**src/rtl/dbus_pkg.sv**
```systemverilog
// Shared definitions for the data-side memory / MMIO subsystem.
// Latency: n/a (types and constants only).
// Backpressure: n/a.
package dbus_pkg;

   // MMIO byte offsets within the I/O region (Daddr[4:0], low two bits zero)
   localparam logic [4:0] OFF_LED    = 5'h00;
   localparam logic [4:0] OFF_SW     = 5'h04;
   localparam logic [4:0] OFF_TCNT   = 5'h08;
   localparam logic [4:0] OFF_TCMP   = 5'h0C;
   localparam logic [4:0] OFF_TXDATA = 5'h10;
   localparam logic [4:0] OFF_STATUS = 5'h14;

   // STATUS register bit positions
   localparam int STAT_BUSY   = 0;
   localparam int STAT_TMATCH = 1;

   typedef enum logic [1:0] {
      TX_IDLE,
      TX_START,
      TX_DATA,
      TX_STOP
   } tx_state_t;

   // One-hot write strobes produced by the address decoder
   typedef struct packed {
      logic ram;
      logic led;
      logic tcnt;
      logic tcmp;
      logic txdata;
      logic status;
   } wr_sel_t;

   // Rebuild the byte offset of an MMIO register from its word index
   function automatic logic [4:0] mmio_off(input logic [2:0] word_idx);
      return {word_idx, 2'b00};
   endfunction

endpackage

```
**src/rtl/uart_tx.sv**
```systemverilog
// 8N1 UART transmitter: start bit, 8 data bits LSB first, stop bit.
// Latency: Txd falls on the edge that accepts start; frame is 10*CLK_DIV cycles.
// Backpressure: start is ignored while busy; the caller must poll busy.
module uart_tx
   import dbus_pkg::*;
#(
   parameter int CLK_DIV = 16
) (
   input  logic       Clk,
   input  logic       Clrn,
   input  logic       start,
   input  logic [7:0] data,
   output logic       Txd,
   output logic       busy
);

   localparam int             CW       = $clog2(CLK_DIV);
   localparam logic [CW-1:0]  DIV_LAST = CW'(CLK_DIV - 1);

   tx_state_t     state, state_nxt;
   logic [CW-1:0] div_cnt, div_nxt;
   logic [2:0]    bit_idx, bit_nxt;
   logic [7:0]    shift, shift_nxt;
   logic          bit_end;

   assign bit_end = (div_cnt == DIV_LAST);

   // State, bit-period counter, bit index and shift register
   always_ff @(posedge Clk or negedge Clrn) begin
      if (!Clrn) begin
         state   <= TX_IDLE;
         div_cnt <= '0;
         bit_idx <= '0;
         shift   <= '0;
      end else begin
         state   <= state_nxt;
         div_cnt <= div_nxt;
         bit_idx <= bit_nxt;
         shift   <= shift_nxt;
      end
   end

   // Next-state logic; Txd decoded from state so reset forces it high at once
   always_comb begin
      state_nxt = state;
      div_nxt   = div_cnt;
      bit_nxt   = bit_idx;
      shift_nxt = shift;
      Txd       = 1'b1;
      busy      = 1'b1;
      case (state)
         TX_IDLE: begin
            busy    = 1'b0;
            div_nxt = '0;
            bit_nxt = '0;
            if (start) begin
               state_nxt = TX_START;
               shift_nxt = data;
            end
         end
         TX_START: begin
            Txd = 1'b0;
            if (bit_end) begin
               state_nxt = TX_DATA;
               div_nxt   = '0;
            end else begin
               div_nxt = div_cnt + 1'b1;
            end
         end
         TX_DATA: begin
            Txd = shift[0];
            if (bit_end) begin
               div_nxt   = '0;
               shift_nxt = {1'b0, shift[7:1]};
               if (bit_idx == 3'd7) begin
                  state_nxt = TX_STOP;
                  bit_nxt   = '0;
               end else begin
                  bit_nxt = bit_idx + 3'd1;
               end
            end else begin
               div_nxt = div_cnt + 1'b1;
            end
         end
         TX_STOP: begin
            if (bit_end) begin
               state_nxt = TX_IDLE;
               div_nxt   = '0;
            end else begin
               div_nxt = div_cnt + 1'b1;
            end
         end
         default: state_nxt = TX_IDLE;
      endcase
   end

endmodule

```
**src/rtl/dbus_mmio.sv**
```systemverilog
// CPU data port: word RAM plus MMIO (LED, switches, timer, UART TX).
// Latency: reads combinational from Daddr; writes take effect at the Wmem edge.
// Backpressure: none; TXDATA writes while the UART is busy are dropped.
module dbus_mmio
   import dbus_pkg::*;
#(
   parameter int RAM_AW  = 6,
   parameter int CLK_DIV = 16
) (
   input  logic        Clk,
   input  logic        Clrn,
   input  logic [31:0] Daddr,
   input  logic [31:0] Dwrite,
   input  logic        Wmem,
   output logic [31:0] Dread,
   input  logic [15:0] Sw,
   output logic [15:0] Led,
   output logic        Txd
);

   localparam int RAM_WORDS = 2 ** RAM_AW;

   logic [31:0]       ram [RAM_WORDS];
   logic              sel_mmio;
   logic [RAM_AW-1:0] ram_idx;
   logic [4:0]        off;
   wr_sel_t           wr;

   logic [15:0] sw_meta, sw_sync;
   logic [31:0] tcnt, tcmp;
   logic        tmatch;
   logic        tx_busy;

   // Address bits that neither region decodes (aliasing is intentional)
   logic unused_addr_bits;
   assign unused_addr_bits = ^{Daddr[30:RAM_AW+2], Daddr[1:0]};

   assign sel_mmio = Daddr[31];
   assign ram_idx  = Daddr[RAM_AW+1:2];
   assign off      = mmio_off(Daddr[4:2]);

   // Write decode: one strobe per writable target
   always_comb begin
      wr = '0;
      if (Wmem) begin
         if (!sel_mmio) begin
            wr.ram = 1'b1;
         end else begin
            case (off)
               OFF_LED:    wr.led    = 1'b1;
               OFF_TCNT:   wr.tcnt   = 1'b1;
               OFF_TCMP:   wr.tcmp   = 1'b1;
               OFF_TXDATA: wr.txdata = 1'b1;
               OFF_STATUS: wr.status = 1'b1;
               default:    ;
            endcase
         end
      end
   end

   // Data RAM; contents deliberately left unreset
   always_ff @(posedge Clk) begin
      if (wr.ram) ram[ram_idx] <= Dwrite;
   end

   // LED register
   always_ff @(posedge Clk or negedge Clrn) begin
      if (!Clrn)       Led <= '0;
      else if (wr.led) Led <= Dwrite[15:0];
   end

   // Two-flop synchronizer for the asynchronous switch inputs
   always_ff @(posedge Clk or negedge Clrn) begin
      if (!Clrn) begin
         sw_meta <= '0;
         sw_sync <= '0;
      end else begin
         sw_meta <= Sw;
         sw_sync <= sw_meta;
      end
   end

   // Free-running timer, compare value and sticky match (set beats clear)
   always_ff @(posedge Clk or negedge Clrn) begin
      if (!Clrn) begin
         tcnt   <= '0;
         tcmp   <= '1;
         tmatch <= 1'b0;
      end else begin
         tcnt   <= wr.tcnt ? Dwrite : tcnt + 32'd1;
         if (wr.tcmp) tcmp <= Dwrite;
         tmatch <= (tcnt == tcmp) | (tmatch & ~(wr.status & Dwrite[STAT_TMATCH]));
      end
   end

   uart_tx #(
      .CLK_DIV (CLK_DIV)
   ) u_tx (
      .Clk   (Clk),
      .Clrn  (Clrn),
      .start (wr.txdata),
      .data  (Dwrite[7:0]),
      .Txd   (Txd),
      .busy  (tx_busy)
   );

   // Read mux; reflects pre-edge state so a same-cycle write reads old data
   always_comb begin
      Dread = '0;
      if (!sel_mmio) begin
         Dread = ram[ram_idx];
      end else begin
         case (off)
            OFF_LED:  Dread = {16'h0, Led};
            OFF_SW:   Dread = {16'h0, sw_sync};
            OFF_TCNT: Dread = tcnt;
            OFF_TCMP: Dread = tcmp;
            OFF_STATUS: begin
               Dread[STAT_BUSY]   = tx_busy;
               Dread[STAT_TMATCH] = tmatch;
            end
            default:  Dread = '0;
         endcase
      end
   end

endmodule

```
**config.mk**
```make
export PLATFORM = sky130hd
export DESIGN_NAME = dbus_mmio
export DESIGN_NICKNAME = d
export VERILOG_FILES = /design/src/rtl/dbus_pkg.sv /design/src/rtl/uart_tx.sv /design/src/rtl/dbus_mmio.sv
export SDC_FILE = /design/constraint.sdc
export NUM_CORES = 2
export LEC_CHECK = 0
export CORE_AREA = 3 3 344 431
export DETAILED_ROUTE_END_ITERATION = 7
export DIE_AREA = 0 0 347 434
export MAX_ROUTING_LAYER = met4
export PLACE_DENSITY_LB_ADDON = 0.3
export SYNTH_ARGS = -nofsm -noshare
export SYNTH_HDL_FRONTEND = slang
export SYNTH_SLANG_ARGS = --single-unit
```
**constraint.sdc**
```tcl
create_clock -name Clk -period 9.49 [get_ports Clk]
set_input_delay 1.898 -clock Clk [delete_from_list [all_inputs] [get_ports Clk]]
set_output_delay 1.898 -clock Clk [all_outputs]
set_load 0.01 [all_outputs]
```
Word-level counts from Yosys, hierarchy flattened
Memory sizes are Yosys's and may differ from the RTL's.
Index checks and enable logic that the tools add are counted.

cells by class
  divide/modulo/power cells = 0
  multiply operators = 0
  bitwise logic cells = 4
  shifts and indexed selects = 0
  order comparisons = 0
  equal/unequal tests = 16
  mux-type cells = 30
  reductions and logical operators = 7
  add/sub/neg operators = 3

operator list
  kind                                                   count
  one-hot mux 30 bit (4 select lines)                    1
  two-way mux 32 bit                                     2
  adder 32 x 1 -> 32 bit, second input constant          1
  == test 32 bit                                         1
  two-way mux 8 bit                                      2
  one-hot mux 8 bit (2 select lines)                     1
  two-way mux 2 bit                                      5
  one-hot mux 2 bit (5 select lines)                     1
  == test 3 bit, second input constant                   3
  two-way mux 1 bit                                      9
  inequality test 2 x 1 -> 1 bit, second input constant  4
  one-hot mux 2 bit (4 select lines)                     1
  one-hot mux 4 bit (2 select lines)                     1
  == test 3 x 2 -> 1 bit, second input constant          2
  two-way mux 3 bit                                      2
  two-way mux 6 bit                                      1
  one-hot mux 3 bit (2 select lines)                     1
  logical NOT 5 bit                                      1
  two-way mux 5 bit                                      1
  AND reduction 5 bit                                    1
  adder 4 x 1 -> 4 bit, second input constant            1
  == test 2 bit, second input constant                   2
  == test 4 bit, second input constant                   1
  two-way mux 4 bit                                      1
  13 further kinds                                       14

word-level totals
  latch bits = 0
  input port bits = 83
  memory bits (writable) = 2048
  bits in registers = 130
  memories kept = 1
  memory bits (read-only) = 0

memories
  memory  words  bits a word  read ports  clocked after memory_dff  wr ports  RTL line         text
  ram     64     32           1           0                         1         dbus_mmio.sv:23  logic [31:0] ram [RAM_WORDS];

Longest topological paths before layout
  depth in word-level cells = 8
  depth in mapped cells = 11

Hierarchy
From an unflattened synthesis, not the netlist that was laid out.

second synthesis, totals
  cells, all modules = 4103
  area, all modules = 85270.5 um2

by module, submodules not included
  module     instances  cells an instance  area an instance (um2)
  dbus_mmio  1          4031               84330.9
  uart_tx    1          72                 939.7

Least setup slack after synthesis
Ideal clock, no wire load.

  path type = input to output
  from = input Daddr[2]
  to = output Dread[12]
  stages = 9
  path slack = 3773 ps
  data required time = 7592 ps
  arrival time = 3819 ps
  path buffers = 4
  cell sequence = buf_6 buf_6 buf_2 buf_4 mux4_2 a22oi_1 nor2_1 a311oi_1 o21ai_0

on the way
  cells in the longest elaborated chain, start to end = 3
  elaborated cells on any way between the ends = 7
  those cells by class = eq/ne (3); mux (2); reduce/logical (1); memory (1)

ends and longest elaborated chain
  what                                                          RTL line          text
  from (decl)                                                   dbus_mmio.sv:12   input logic [31:0] Daddr,
  branches (longest 2 deep; another with memory (64 x 32 bit))  --
  two-way mux 32 bit (*)                                        dbus_mmio.sv:110  if (!sel_mmio) begin
  to (decl)                                                     dbus_mmio.sv:15   output logic [31:0] Dread,

Every way passes the cells marked *.

Worst setup path after layout
  from = input Daddr[2]
  to = output Dread[2]

Same word-level chain as after synthesis.

==> metrics.txt <==
gp weighted congestion 0.8981; startpoint types input port; CP delay by family, top compound AO/OA/AOI/OAI gates; CP Cell Sequence buf_8 -> buf_12 -> mux4_2 -> a221oi_1 -> o21ai_0 -> a221oi_1 -> a21oi_1 -> clkdlybuf4s50_1; Worst EP arrival 5.86 ns; cts hold-fix bufs 0; Seq/Total Area, Yosys 76.08%; initial antenna violation count 17; post-DP HPWL 134.7 mm; Reg clk slew, reported paths 0.06 ns; leak pwr 30.66 nW; slowest stage delay, CP 0.71 ns; Yosys reg bits 2178; hold path depth 0; pwr/cell area 209.6 nW/um2; Post-CTS Resized 0; most used cell, CP a221oi_1; Core ar. 144400 um2; Syn Inst Count 4053; Worst-Margin Slew 1.308 ns; GRT Resource Usage Total 32.83%; Worst Path Required 7.59 ns; Crit Path Category input port to output port; Routed Antenna Nets 0; slack of the worst reg-to-reg path 7.07 ns; cell row count 156; YS warnings 0; routed vias/inst 6.971; status finished clean; Setup crit end Dread[2]; port bufs 106; die width 347 um; minimum clock period 7.756 ns; Synth Net Count 4144; Starting Density 58.96%; Nets 4401; largest net degree at the start of global routing 89; post-synthesis area per instance 21.01 um2; async set or reset register ratio after synthesis 5.969%; Most used DFF post-synth edfxtp_1; Reg2Reg Capture Point tcnt[28]$_DFF_PN0_; CTS tree done; DRC 0; Worst setup EP type output port; Die H 434 um; area grow syn2layout 12.15%; clk_lat worst skew 0.84 ns; htree depth 4; WL per Instance 37.04 um; CTS max path bufs 3; fraction of layout cells with a size suffix above 1 26.54%; Final Max Tran Viols 0; Post-synth EDFFs 2048; commonest non-fill, non-tap cell in the layout edfxtp_1; clock sink count 2178; # fillers 9015; Yosys top cell by area edfxtp_1; most frequent cells in the layout edfxtp_1 (2048), mux4_2 (502), mux2i_1 (197), clkbuf_16 (194), buf_4 (168); VDD IR-drop max 0.1400 mV; number of buffers created by CTS 190; worst path bufs/invs 3; vias in the first global route 44215; DRT Pass-1 Iters 5; Yosys cell types 69; TNS Setup 0 ns; Clock Skew 0.01485 ns; Area contributors post-synth edfxtp_1 (72%), mux4_2 (13%), dfrtp_1 (2.9%); period utilization 81.73%; total number of vias 44470; Post-Syn Area 85170 um2; R2R cell count 7; Max-Cap Viols 0; Yosys top cell area share 72.21%; Critical Path Start Daddr[2]; final WL 236.3 mm; relative slew slack 12.78%; min-delay worst type register to register; Final Hold Fails 0; Tot Pwr 0.02002 W; CTS root buffer clkbuf_16; Crit path depth 8; setup violators final 0; highest clock rate 128.9 MHz; gr ovfl total 0; # Post-CTS Setup Buffers 0; worst reg2reg startpoint tcnt[0]$_DFF_PN0_; RSZ-0062 raised after global routing false; first-pass GRT wire length 332.7 mm; DRT iter0 DRCs 7136; CP Max Fanout 63; die area 150600 um2; Slowest-stage cell, CP a221oi_1; Util after Layout 66.13%; IO Pins 132
-- synthesized netlist by cell type (10+ instances only) --
cell type / count
edfxtp_1: 2048
mux4_2: 502
mux2i_1: 197
nor2_1: 157
nand2_1: 131
dfrtp_1: 98
a21oi_1: 95
buf_2: 84
mux2_2: 83
clkbuf_1: 62
o21ai_0: 51
buf_4: 48
nand3_1: 48
xor2_1: 48
o22ai_1: 39
a22oi_1: 33
dfstp_2: 32
a221oi_1: 26
a211oi_1: 21
nor3_1: 20
nor2b_1: 19
buf_1: 17
o211ai_1: 17
xnor2_1: 15
nor4_1: 14
nand4_1: 11
buf_6: 10
-- state kept, by name, summed over array words and instances (netlist names) --
name	flops
sw_meta	16
u_tx.shift	8
tcnt	32
u_tx.state	2
tmatch	1
ram	2048
u_tx.bit_idx	3
sw_sync	16
tcmp	32
Led	16
u_tx.div_cnt	4
-- area by class of cell --
cell class / count / area, um2 / area share [%]
inverter: 12 / 52.55 / 0.05502
sequential: 2178 / 64790 / 67.83
clock buffer: 234 / 5025 / 5.261
multi-input combinational: 1642 / 19630 / 20.56
tap: 1896 / 2372 / 2.484
clock inverter: 116 / 1195 / 1.251
antenna: 15 / 37.54 / 0.03930
timing repair buffer: 286 / 2410 / 2.523
-- report_power, final --
group          switching, W  leakage [nW]  internal [W]
sequential         0.000147          19.9        0.0107
combinational      0.000856          7.75      0.000552
clock               0.00343          3.03       0.00437
-- how the worst min path moves through the flow --
stage	from	end	slack [ns]
2_1_floorplan	sw_meta[0]$_DFF_PN0_	sw_sync[0]$_DFF_PN0_	0.33
3_3_place_gp	sw_meta[12]$_DFF_PN0_	sw_sync[12]$_DFF_PN0_	0.34
3_5_place_dp	sw_meta[3]$_DFF_PN0_	sw_sync[3]$_DFF_PN0_	0.33
4_1_cts	sw_meta[13]$_DFF_PN0_	sw_sync[13]$_DFF_PN0_	0.35
5_1_grt	sw_meta[13]$_DFF_PN0_	sw_sync[13]$_DFF_PN0_	0.35
6_report	sw_meta[13]$_DFF_PN0_	sw_sync[13]$_DFF_PN0_	0.35
-- metrics by stage --
step / area [um2] / instances / hold slack (ns) / setup slack [ns]
3_3_place_gp: 89260 / 6014 / 0.3369 / 1.730
5_1_grt: 95520 / 6378 / 0.3548 / 1.619
2_1_floorplan: 85170 / 4053 / 0.3312 / 3.773
4_1_cts: 95480 / 6364 / 0.3531 / 1.649
6_report: 95520 / 6379 / 0.3509 / 1.734
3_5_place_dp: 89260 / 6014 / 0.3347 / 1.674
-- logic make-up after synthesis --
family                   share of synthesized area, %
AO/OA/AOI/OAI                                   2.708
AND/OR/NAND/NOR                                 2.314
buffers and inverters                           1.450
adder cells (fa/ha/maj)                        0.1175
multiplexers                                    16.69
XOR/XNOR                                       0.6479
flip-flops                                      76.08
-- per-layer routing --
metal / up-vias / wire length, um / track usage (%)
met1: 23154 / 81060 / 41.94
li1: 17333 / - / -
met5: - / 0 / -
met3: 615 / 28190 / 8.004
met2: 3368 / 114600 / 50.82
met4: 0 / 12390 / 14.74
No activity file was read; power rests on OpenSTA's default activity.
